--- src/rtl/divider_pkg.sv ---
// Shared constants for the multi-cycle divider: default width, counter
// width and the FSM state encoding.
package divider_pkg;

    localparam int NB_DATA_DEF = 32;
    localparam int CNT_W_DEF   = $clog2(NB_DATA_DEF);

    // FSM states kept as plain constants so older tooling can decode them.
    localparam logic [1:0] S_IDLE  = 2'd0;
    localparam logic [1:0] S_RUN   = 2'd1;
    localparam logic [1:0] S_FIXUP = 2'd2;

endpackage

--- src/rtl/divider_if.sv ---
// Start/done handshake between pipeline control (master) and the divider
// (slave). Operands travel with i_start; results are held until the next
// o_done pulse.
interface divider_if #(
    parameter int NB_DATA = divider_pkg::NB_DATA_DEF
);
    logic               i_start;
    logic               i_signed;
    logic [NB_DATA-1:0] i_dividend;
    logic [NB_DATA-1:0] i_divisor;
    logic               o_busy;
    logic               o_done;
    logic [NB_DATA-1:0] o_quotient;
    logic [NB_DATA-1:0] o_remainder;
    logic               o_div_by_zero;

    modport master (
        output i_start, i_signed, i_dividend, i_divisor,
        input  o_busy, o_done, o_quotient, o_remainder, o_div_by_zero
    );

    modport slave (
        input  i_start, i_signed, i_dividend, i_divisor,
        output o_busy, o_done, o_quotient, o_remainder, o_div_by_zero
    );
endinterface

--- src/rtl/divider_step.sv ---
// One restoring shift-subtract iteration: shift {remainder, dividend} left,
// trial-subtract the divisor and shift the resulting quotient bit into the
// low end of the dividend register.
module divider_step
    import divider_pkg::*;
#(
    parameter int NB_DATA = NB_DATA_DEF
) (
    input  logic [NB_DATA-1:0] rem_in,
    input  logic [NB_DATA-1:0] dvd_in,
    input  logic [NB_DATA-1:0] dsr_in,
    output logic [NB_DATA-1:0] rem_out,
    output logic [NB_DATA-1:0] dvd_out
);
    logic [NB_DATA:0]   shifted;
    logic [NB_DATA-1:0] diff;
    logic               borrow;

    // The shifted remainder is NB_DATA+1 bits wide; the borrow of that wide
    // subtraction decides restore vs. keep. When there is no borrow the
    // difference is below the divisor, so its low NB_DATA bits are exact.
    always_comb begin
        shifted = {rem_in, dvd_in[NB_DATA-1]};
        borrow  = (shifted < {1'b0, dsr_in});
        diff    = shifted[NB_DATA-1:0] - dsr_in;
        rem_out = borrow ? shifted[NB_DATA-1:0] : diff;
        dvd_out = {dvd_in[NB_DATA-2:0], ~borrow};
    end
endmodule

--- src/rtl/divider.sv ---
// Multi-cycle signed/unsigned integer divider, one quotient bit per clock.
// Divide-by-zero returns all-ones / dividend with a flag; the signed
// overflow case (most-negative / -1) falls out of unsigned magnitude math.
module divider
    import divider_pkg::*;
#(
    parameter int NB_DATA = NB_DATA_DEF
) (
    input  logic      i_clk,
    input  logic      i_rst_n,
    divider_if.slave  bus
);
    localparam int CNT_W = $clog2(NB_DATA);

    logic [1:0]         state_reg;
    logic [CNT_W-1:0]   cnt_reg;
    logic [NB_DATA-1:0] rem_reg;      // partial remainder
    logic [NB_DATA-1:0] dvd_reg;      // dividend magnitude, becomes quotient
    logic [NB_DATA-1:0] dsr_reg;      // divisor magnitude
    logic               q_neg_reg;
    logic               r_neg_reg;
    logic               dbz_reg;
    logic               pend_reg;     // fixed-up result waiting to be published
    logic               busy_reg;
    logic               done_reg;
    logic [NB_DATA-1:0] quot_reg;
    logic [NB_DATA-1:0] remo_reg;
    logic               dbz_out_reg;

    logic               a_neg;
    logic               b_neg;
    logic [NB_DATA-1:0] a_mag;
    logic [NB_DATA-1:0] b_mag;
    logic [NB_DATA-1:0] rem_next;
    logic [NB_DATA-1:0] dvd_next;

    // Operand signs and magnitudes as seen at the sampling edge.
    always_comb begin
        a_neg = bus.i_signed & bus.i_dividend[NB_DATA-1];
        b_neg = bus.i_signed & bus.i_divisor[NB_DATA-1];
        a_mag = a_neg ? (~bus.i_dividend + 1'b1) : bus.i_dividend;
        b_mag = b_neg ? (~bus.i_divisor + 1'b1) : bus.i_divisor;
    end

    divider_step #(.NB_DATA(NB_DATA)) u_step (
        .rem_in  (rem_reg),
        .dvd_in  (dvd_reg),
        .dsr_in  (dsr_reg),
        .rem_out (rem_next),
        .dvd_out (dvd_next)
    );

    // Control FSM and datapath. FIXUP corrects the signs in place; the
    // following edge publishes the result together with the o_done pulse so
    // the outputs never change ahead of o_done.
    always_ff @(posedge i_clk or negedge i_rst_n) begin
        if (!i_rst_n) begin
            state_reg   <= S_IDLE;
            cnt_reg     <= '0;
            rem_reg     <= '0;
            dvd_reg     <= '0;
            dsr_reg     <= '0;
            q_neg_reg   <= 1'b0;
            r_neg_reg   <= 1'b0;
            dbz_reg     <= 1'b0;
            pend_reg    <= 1'b0;
            busy_reg    <= 1'b0;
            done_reg    <= 1'b0;
            quot_reg    <= '0;
            remo_reg    <= '0;
            dbz_out_reg <= 1'b0;
        end else begin
            done_reg <= 1'b0;
            case (state_reg)
                S_IDLE: begin
                    if (pend_reg) begin
                        quot_reg    <= dvd_reg;
                        remo_reg    <= rem_reg;
                        dbz_out_reg <= dbz_reg;
                        done_reg    <= 1'b1;
                        busy_reg    <= 1'b0;
                        pend_reg    <= 1'b0;
                    end else if (bus.i_start && !busy_reg) begin
                        busy_reg <= 1'b1;
                        if (bus.i_divisor == '0) begin
                            dbz_reg   <= 1'b1;
                            dvd_reg   <= bus.i_dividend;
                            state_reg <= S_FIXUP;
                        end else begin
                            dbz_reg   <= 1'b0;
                            dvd_reg   <= a_mag;
                            dsr_reg   <= b_mag;
                            rem_reg   <= '0;
                            q_neg_reg <= a_neg ^ b_neg;
                            r_neg_reg <= a_neg;
                            cnt_reg   <= CNT_W'(NB_DATA - 1);
                            state_reg <= S_RUN;
                        end
                    end
                end
                S_RUN: begin
                    rem_reg <= rem_next;
                    dvd_reg <= dvd_next;
                    if (cnt_reg == '0) begin
                        state_reg <= S_FIXUP;
                    end else begin
                        cnt_reg <= cnt_reg - 1'b1;
                    end
                end
                S_FIXUP: begin
                    if (dbz_reg) begin
                        dvd_reg <= '1;
                        rem_reg <= dvd_reg;
                    end else begin
                        dvd_reg <= q_neg_reg ? (~dvd_reg + 1'b1) : dvd_reg;
                        rem_reg <= r_neg_reg ? (~rem_reg + 1'b1) : rem_reg;
                    end
                    pend_reg  <= 1'b1;
                    state_reg <= S_IDLE;
                end
                default: state_reg <= S_IDLE;
            endcase
        end
    end

    assign bus.o_busy        = busy_reg;
    assign bus.o_done        = done_reg;
    assign bus.o_quotient    = quot_reg;
    assign bus.o_remainder   = remo_reg;
    assign bus.o_div_by_zero = dbz_out_reg;
endmodule

--- src/flat_wrapper.sv ---
// flat-port wrapper written by rule: the top's interface ports become plain ports
module divider_flat import divider_pkg::*;
#(
    parameter int NB_DATA = NB_DATA_DEF
)
  (i_clk, i_rst_n, bus_i_start, bus_i_signed, bus_i_dividend, bus_i_divisor, bus_o_busy, bus_o_done, bus_o_quotient, bus_o_remainder, bus_o_div_by_zero);
  divider_if #(.NB_DATA(NB_DATA)) bus_i ();
  input  logic i_clk;
  input  logic i_rst_n;
  input wire logic [$bits(bus_i.i_start)-1:0] bus_i_start;
  input wire logic [$bits(bus_i.i_signed)-1:0] bus_i_signed;
  input wire logic [$bits(bus_i.i_dividend)-1:0] bus_i_dividend;
  input wire logic [$bits(bus_i.i_divisor)-1:0] bus_i_divisor;
  output wire logic [$bits(bus_i.o_busy)-1:0] bus_o_busy;
  output wire logic [$bits(bus_i.o_done)-1:0] bus_o_done;
  output wire logic [$bits(bus_i.o_quotient)-1:0] bus_o_quotient;
  output wire logic [$bits(bus_i.o_remainder)-1:0] bus_o_remainder;
  output wire logic [$bits(bus_i.o_div_by_zero)-1:0] bus_o_div_by_zero;
  assign bus_i.i_start = bus_i_start;
  assign bus_i.i_signed = bus_i_signed;
  assign bus_i.i_dividend = bus_i_dividend;
  assign bus_i.i_divisor = bus_i_divisor;
  assign bus_o_busy = bus_i.o_busy;
  assign bus_o_done = bus_i.o_done;
  assign bus_o_quotient = bus_i.o_quotient;
  assign bus_o_remainder = bus_i.o_remainder;
  assign bus_o_div_by_zero = bus_i.o_div_by_zero;
  divider #(.NB_DATA(NB_DATA)) u_core (.i_clk(i_clk), .i_rst_n(i_rst_n), .bus(bus_i));
endmodule
--- config.mk ---
export PLATFORM = sky130hd
export DESIGN_NAME = divider_flat
export DESIGN_NICKNAME = d
export VERILOG_FILES = /design/src/rtl/divider_pkg.sv /design/src/rtl/divider_if.sv /design/src/rtl/divider_step.sv /design/src/rtl/divider.sv /design/src/flat_wrapper.sv
export SDC_FILE = /design/constraint.sdc
export NUM_CORES = 1
export LEC_CHECK = 0
export ABC_CLOCK_PERIOD_IN_PS = 3500
export BUFFER_PORTS_ARGS = -buffer_cell sky130_fd_sc_hd__buf_2
export CORE_MARGIN = 2
export CORE_UTILIZATION = 60
export DETAILED_ROUTE_END_ITERATION = 8
export MAX_ROUTING_LAYER = met4
export PLACE_DENSITY = 0.79
export SKIP_CTS_REPAIR_TIMING = 1
export SLEW_MARGIN = 10
export SYNTH_ARGS = -nofsm -noshare
export SYNTH_HDL_FRONTEND = slang
export SYNTH_SLANG_ARGS = --single-unit
--- constraint.sdc ---
create_clock -name i_clk -period 3.5 [get_ports i_clk]
set_input_delay 1.05 -clock i_clk [delete_from_list [all_inputs] [get_ports i_clk]]
set_output_delay 1.05 -clock i_clk [all_outputs]
set_load 0.02 [all_outputs]
==> out/qor.yml <==
layout:
  layoutNonFillerInstCount: 1900
  area_growth_syn_to_layout_pct: 15.9
  multi_input_area_mm2: 0.00750
  layout_commonest_cell: "dfrtp_1"
  final_util_pct: 71.0
  fillers: 1639
  final_cell_mix: "dfrtp_1 (173), nand2_1 (156), o21ai_0 (142), buf_2 (133)"
  nNetsFinal: 1728
  seq_area_mm2: 0.00436
  drive_gt1_share_pct: 20.7
floorplan:
  chipWidth_um: 148
  start_util_pct: 61.3
  core_region_area_mm2: 0.0203
  die_area_mm2: 0.0219
  pin_count: 135
  die_y_um: 148
  row_count: 52
synth:
  synthesis.nets: 1591
  synth_area_mm2: 0.0124
  avgSynthCellArea_um2: 8.41
  synth.ff_latch_count: 174
  synthFlopType: "dfrtp_1"
  synth_edf_count: 0
  ys_types: 78
  syn_inst: 1480
  ys_warn_count: 0
  synthArstFlopShare_pct: 100
  seq_area_frac_synth_pct: 35.0
timing:
  finalSetupViolations: 0
  finalHoldViolCount: 0
  finalCriticalPeriod_ns: 3.38
  finalCritPeriodShare_pct: 96.6
  rsz0062_at_grt: "false"
  holdWs_ns: 0.485
  fmax_mhz: 296
  drv_slew: 0
  fin_setup_tns_ns: 0
  skew_ns: 0.0137
  slew-limit-headroom_pct: 47.0
  worstMarginPinSlew_ns: 0.794
setup_path:
  cp_data_arrival_time_ns: 3.70
  rr_startpoint: "u_core.dvd_reg[31]"
  rrSetupSlack_ns: 0.12
  r2r-end: "u_core.rem_reg[24]"
  crit_type: "reg2reg"
  cp-end-kind: "flip-flop"
  required_ns: 3.82
  crit_path_max_fanout: 4
  cp-start-kind: "flip-flop"
  reg2reg_depth: 12
clock_tree:
  clk_path_buf_depth: 2
  path_clk_slew_ns: 0.07
  numClockSinks: 174
  htreeDepth: 4
  ctsRootBufferMaster: "clkbuf_16"
  cts_tree: "built"
  clock_latency_ns: 0.44
  numCtsBuffers: 17
global_route:
  grt_usage_pct: 33.0
  grt_antenna_before_repair: 1
  overflow: 0
  grt_pass1_wl_um: 56400
  grt_pass1_vias: 11177
  grt_max_degree: 84
placed_design:
  gp_congestion: 0.952
  dp.cells: 1868
  numPortBuffers: 134
  dp_hpwl_um: 25300
run_status:
  status: "completed"
worst_hold_path:
  min_to: "u_core.dsr_reg[29]"
  min_path_type: "reg2reg"
  hold_path.startpoint: "u_core.dsr_reg[29]"
  hold_path_depth: 2
power_and_ir_drop:
  p_leak_nw: 6.46
  peakVddDrop_mv: 0.612
  pwr_density_cell_mw_per_mm2: 950
  p_total_w: 0.0137
route:
  antenna_left: 0
  vias: 11736
  wire_per_inst_um: 18.2
  drc: 0
  wirelength_um: 34700
  drt_iter0_drc: 911
  first_pass_iters: 6
  via_per_inst: 6.18
run:
  cap_violations: 0
[per-stage QoR]
| stage | cell area (µm²) | setup WS, ns |
|---|---|---|
| 2_1_floorplan | 12400 | 0.189 |
| 3_3_place_gp | 13800 | 0.000608 |
| 3_5_place_dp | 13800 | -0.0847 |
| 4_1_cts | 14400 | 0.206 |
| 5_1_grt | 14400 | 0.00902 |
| 6_report | 14400 | 0.119 |
[critical path: stages (launching register included)]
cell,delay (ns)
dfrtp_1,0.43
inv_1,0.21
ha_1,0.23
fa_1,0.22
nor2b_1,0.07
o31a_1,0.28
o31ai_1,0.47
a21oi_2,0.20
a21oi_1,0.26
o21ai_0,0.15
xor2_1,0.16
a311o_1,0.35
a31o_1,0.22
[Yosys cell counts (4+ instances only)]
master / number / area share [%]
a211o_1: 4 / 0.28
a211oi_1: 6 / 0.36
a21o_1: 20 / 1.2
a21oi_1: 104 / 4.2
a221oi_1: 15 / 1.1
a22oi_1: 9 / 0.54
a31oi_1: 12 / 0.60
and2_1: 6 / 0.30
and3_1: 7 / 0.35
buf_1: 8 / 0.24
buf_2: 15 / 0.60
clkbuf_1: 69 / 2.1
dfrtp_1: 174 / 35
ha_1: 42 / 4.2
inv_1: 60 / 1.8
mux2_2: 61 / 5.5
mux2i_1: 32 / 2.6
nand2_1: 158 / 4.8
nand2b_1: 10 / 0.50
nand3_1: 56 / 2.3
nand4_1: 5 / 0.25
nor2_1: 103 / 3.1
nor2b_1: 10 / 0.50
nor3_1: 54 / 2.2
nor3b_1: 5 / 0.30
nor4_1: 8 / 0.40
o211ai_1: 7 / 0.42
o21a_1: 8 / 0.48
o21ai_0: 142 / 5.7
o21ai_1: 26 / 1.0
o21bai_1: 6 / 0.36
o22ai_1: 8 / 0.40
o31ai_1: 17 / 1.0
o41ai_1: 7 / 0.49
or2_2: 4 / 0.20
or3_1: 14 / 0.70
or4_1: 14 / 0.84
xnor2_1: 71 / 5.0
xor2_1: 44 / 3.1
[final cells by class]
| class | count | area share [%] |
|---|---|---|
| Antenna cell | 1 | 0.0174 |
| Clock buffer | 17 | 2.95 |
| Clock inverter | 14 | 1.28 |
| Inverter | 60 | 1.56 |
| Multi-Input combinational cell | 1152 | 52.0 |
| Sequential cell | 174 | 30.2 |
| Tap cell | 270 | 2.34 |
| Timing Repair Buffer | 212 | 9.62 |
[where the power goes]
group,internal (W),switching (W)
Sequential,0.00284,0.000926
Combinational,0.00327,0.00466
Clock,0.00114,0.000871
Total,0.00725,0.00646
[per-layer routing]
metal / global-route usage [%] / share of wire (%) / wire length (µm)
met5: - / 0 / 0
met4: 13.9 / 3.7 / 1300
met3: 4.97 / 7.6 / 2620
met2: 51.5 / 47 / 16300
met1: 43.2 / 42 / 14500
[how the worst max path moves through the flow]
| stage | slack, ns | end | startpoint |
|---|---|---|---|
| floorplan | 0.19 | u_core.dsr_reg[24] | bus_i_divisor[0] |
| global placement | 0.0006 | u_core.dvd_reg[24] | bus_i_dividend[10] |
| CTS | 0.21 | u_core.rem_reg[24] | u_core.dvd_reg[31] |
| global route | 0.009 | u_core.rem_reg[24] | u_core.dvd_reg[31] |
| finish | 0.12 | u_core.rem_reg[24] | u_core.dvd_reg[31] |
| detailed placement | -0.08 | u_core.dvd_reg[24] | bus_i_dividend[10] |
[logic make-up after synthesis]
logic type,Yosys count,share of synthesized area (%)
XOR/XNOR,115,8.10
AO/OA/AOI/OAI,418,20.2
buffers and inverters,154,4.92
AND/OR/NAND/NOR,483,19.3
adder cells (fa/ha/maj),43,4.38
flip-flops,174,35.0
multiplexers,93,8.10
Power figures use the tool's default switching activity.
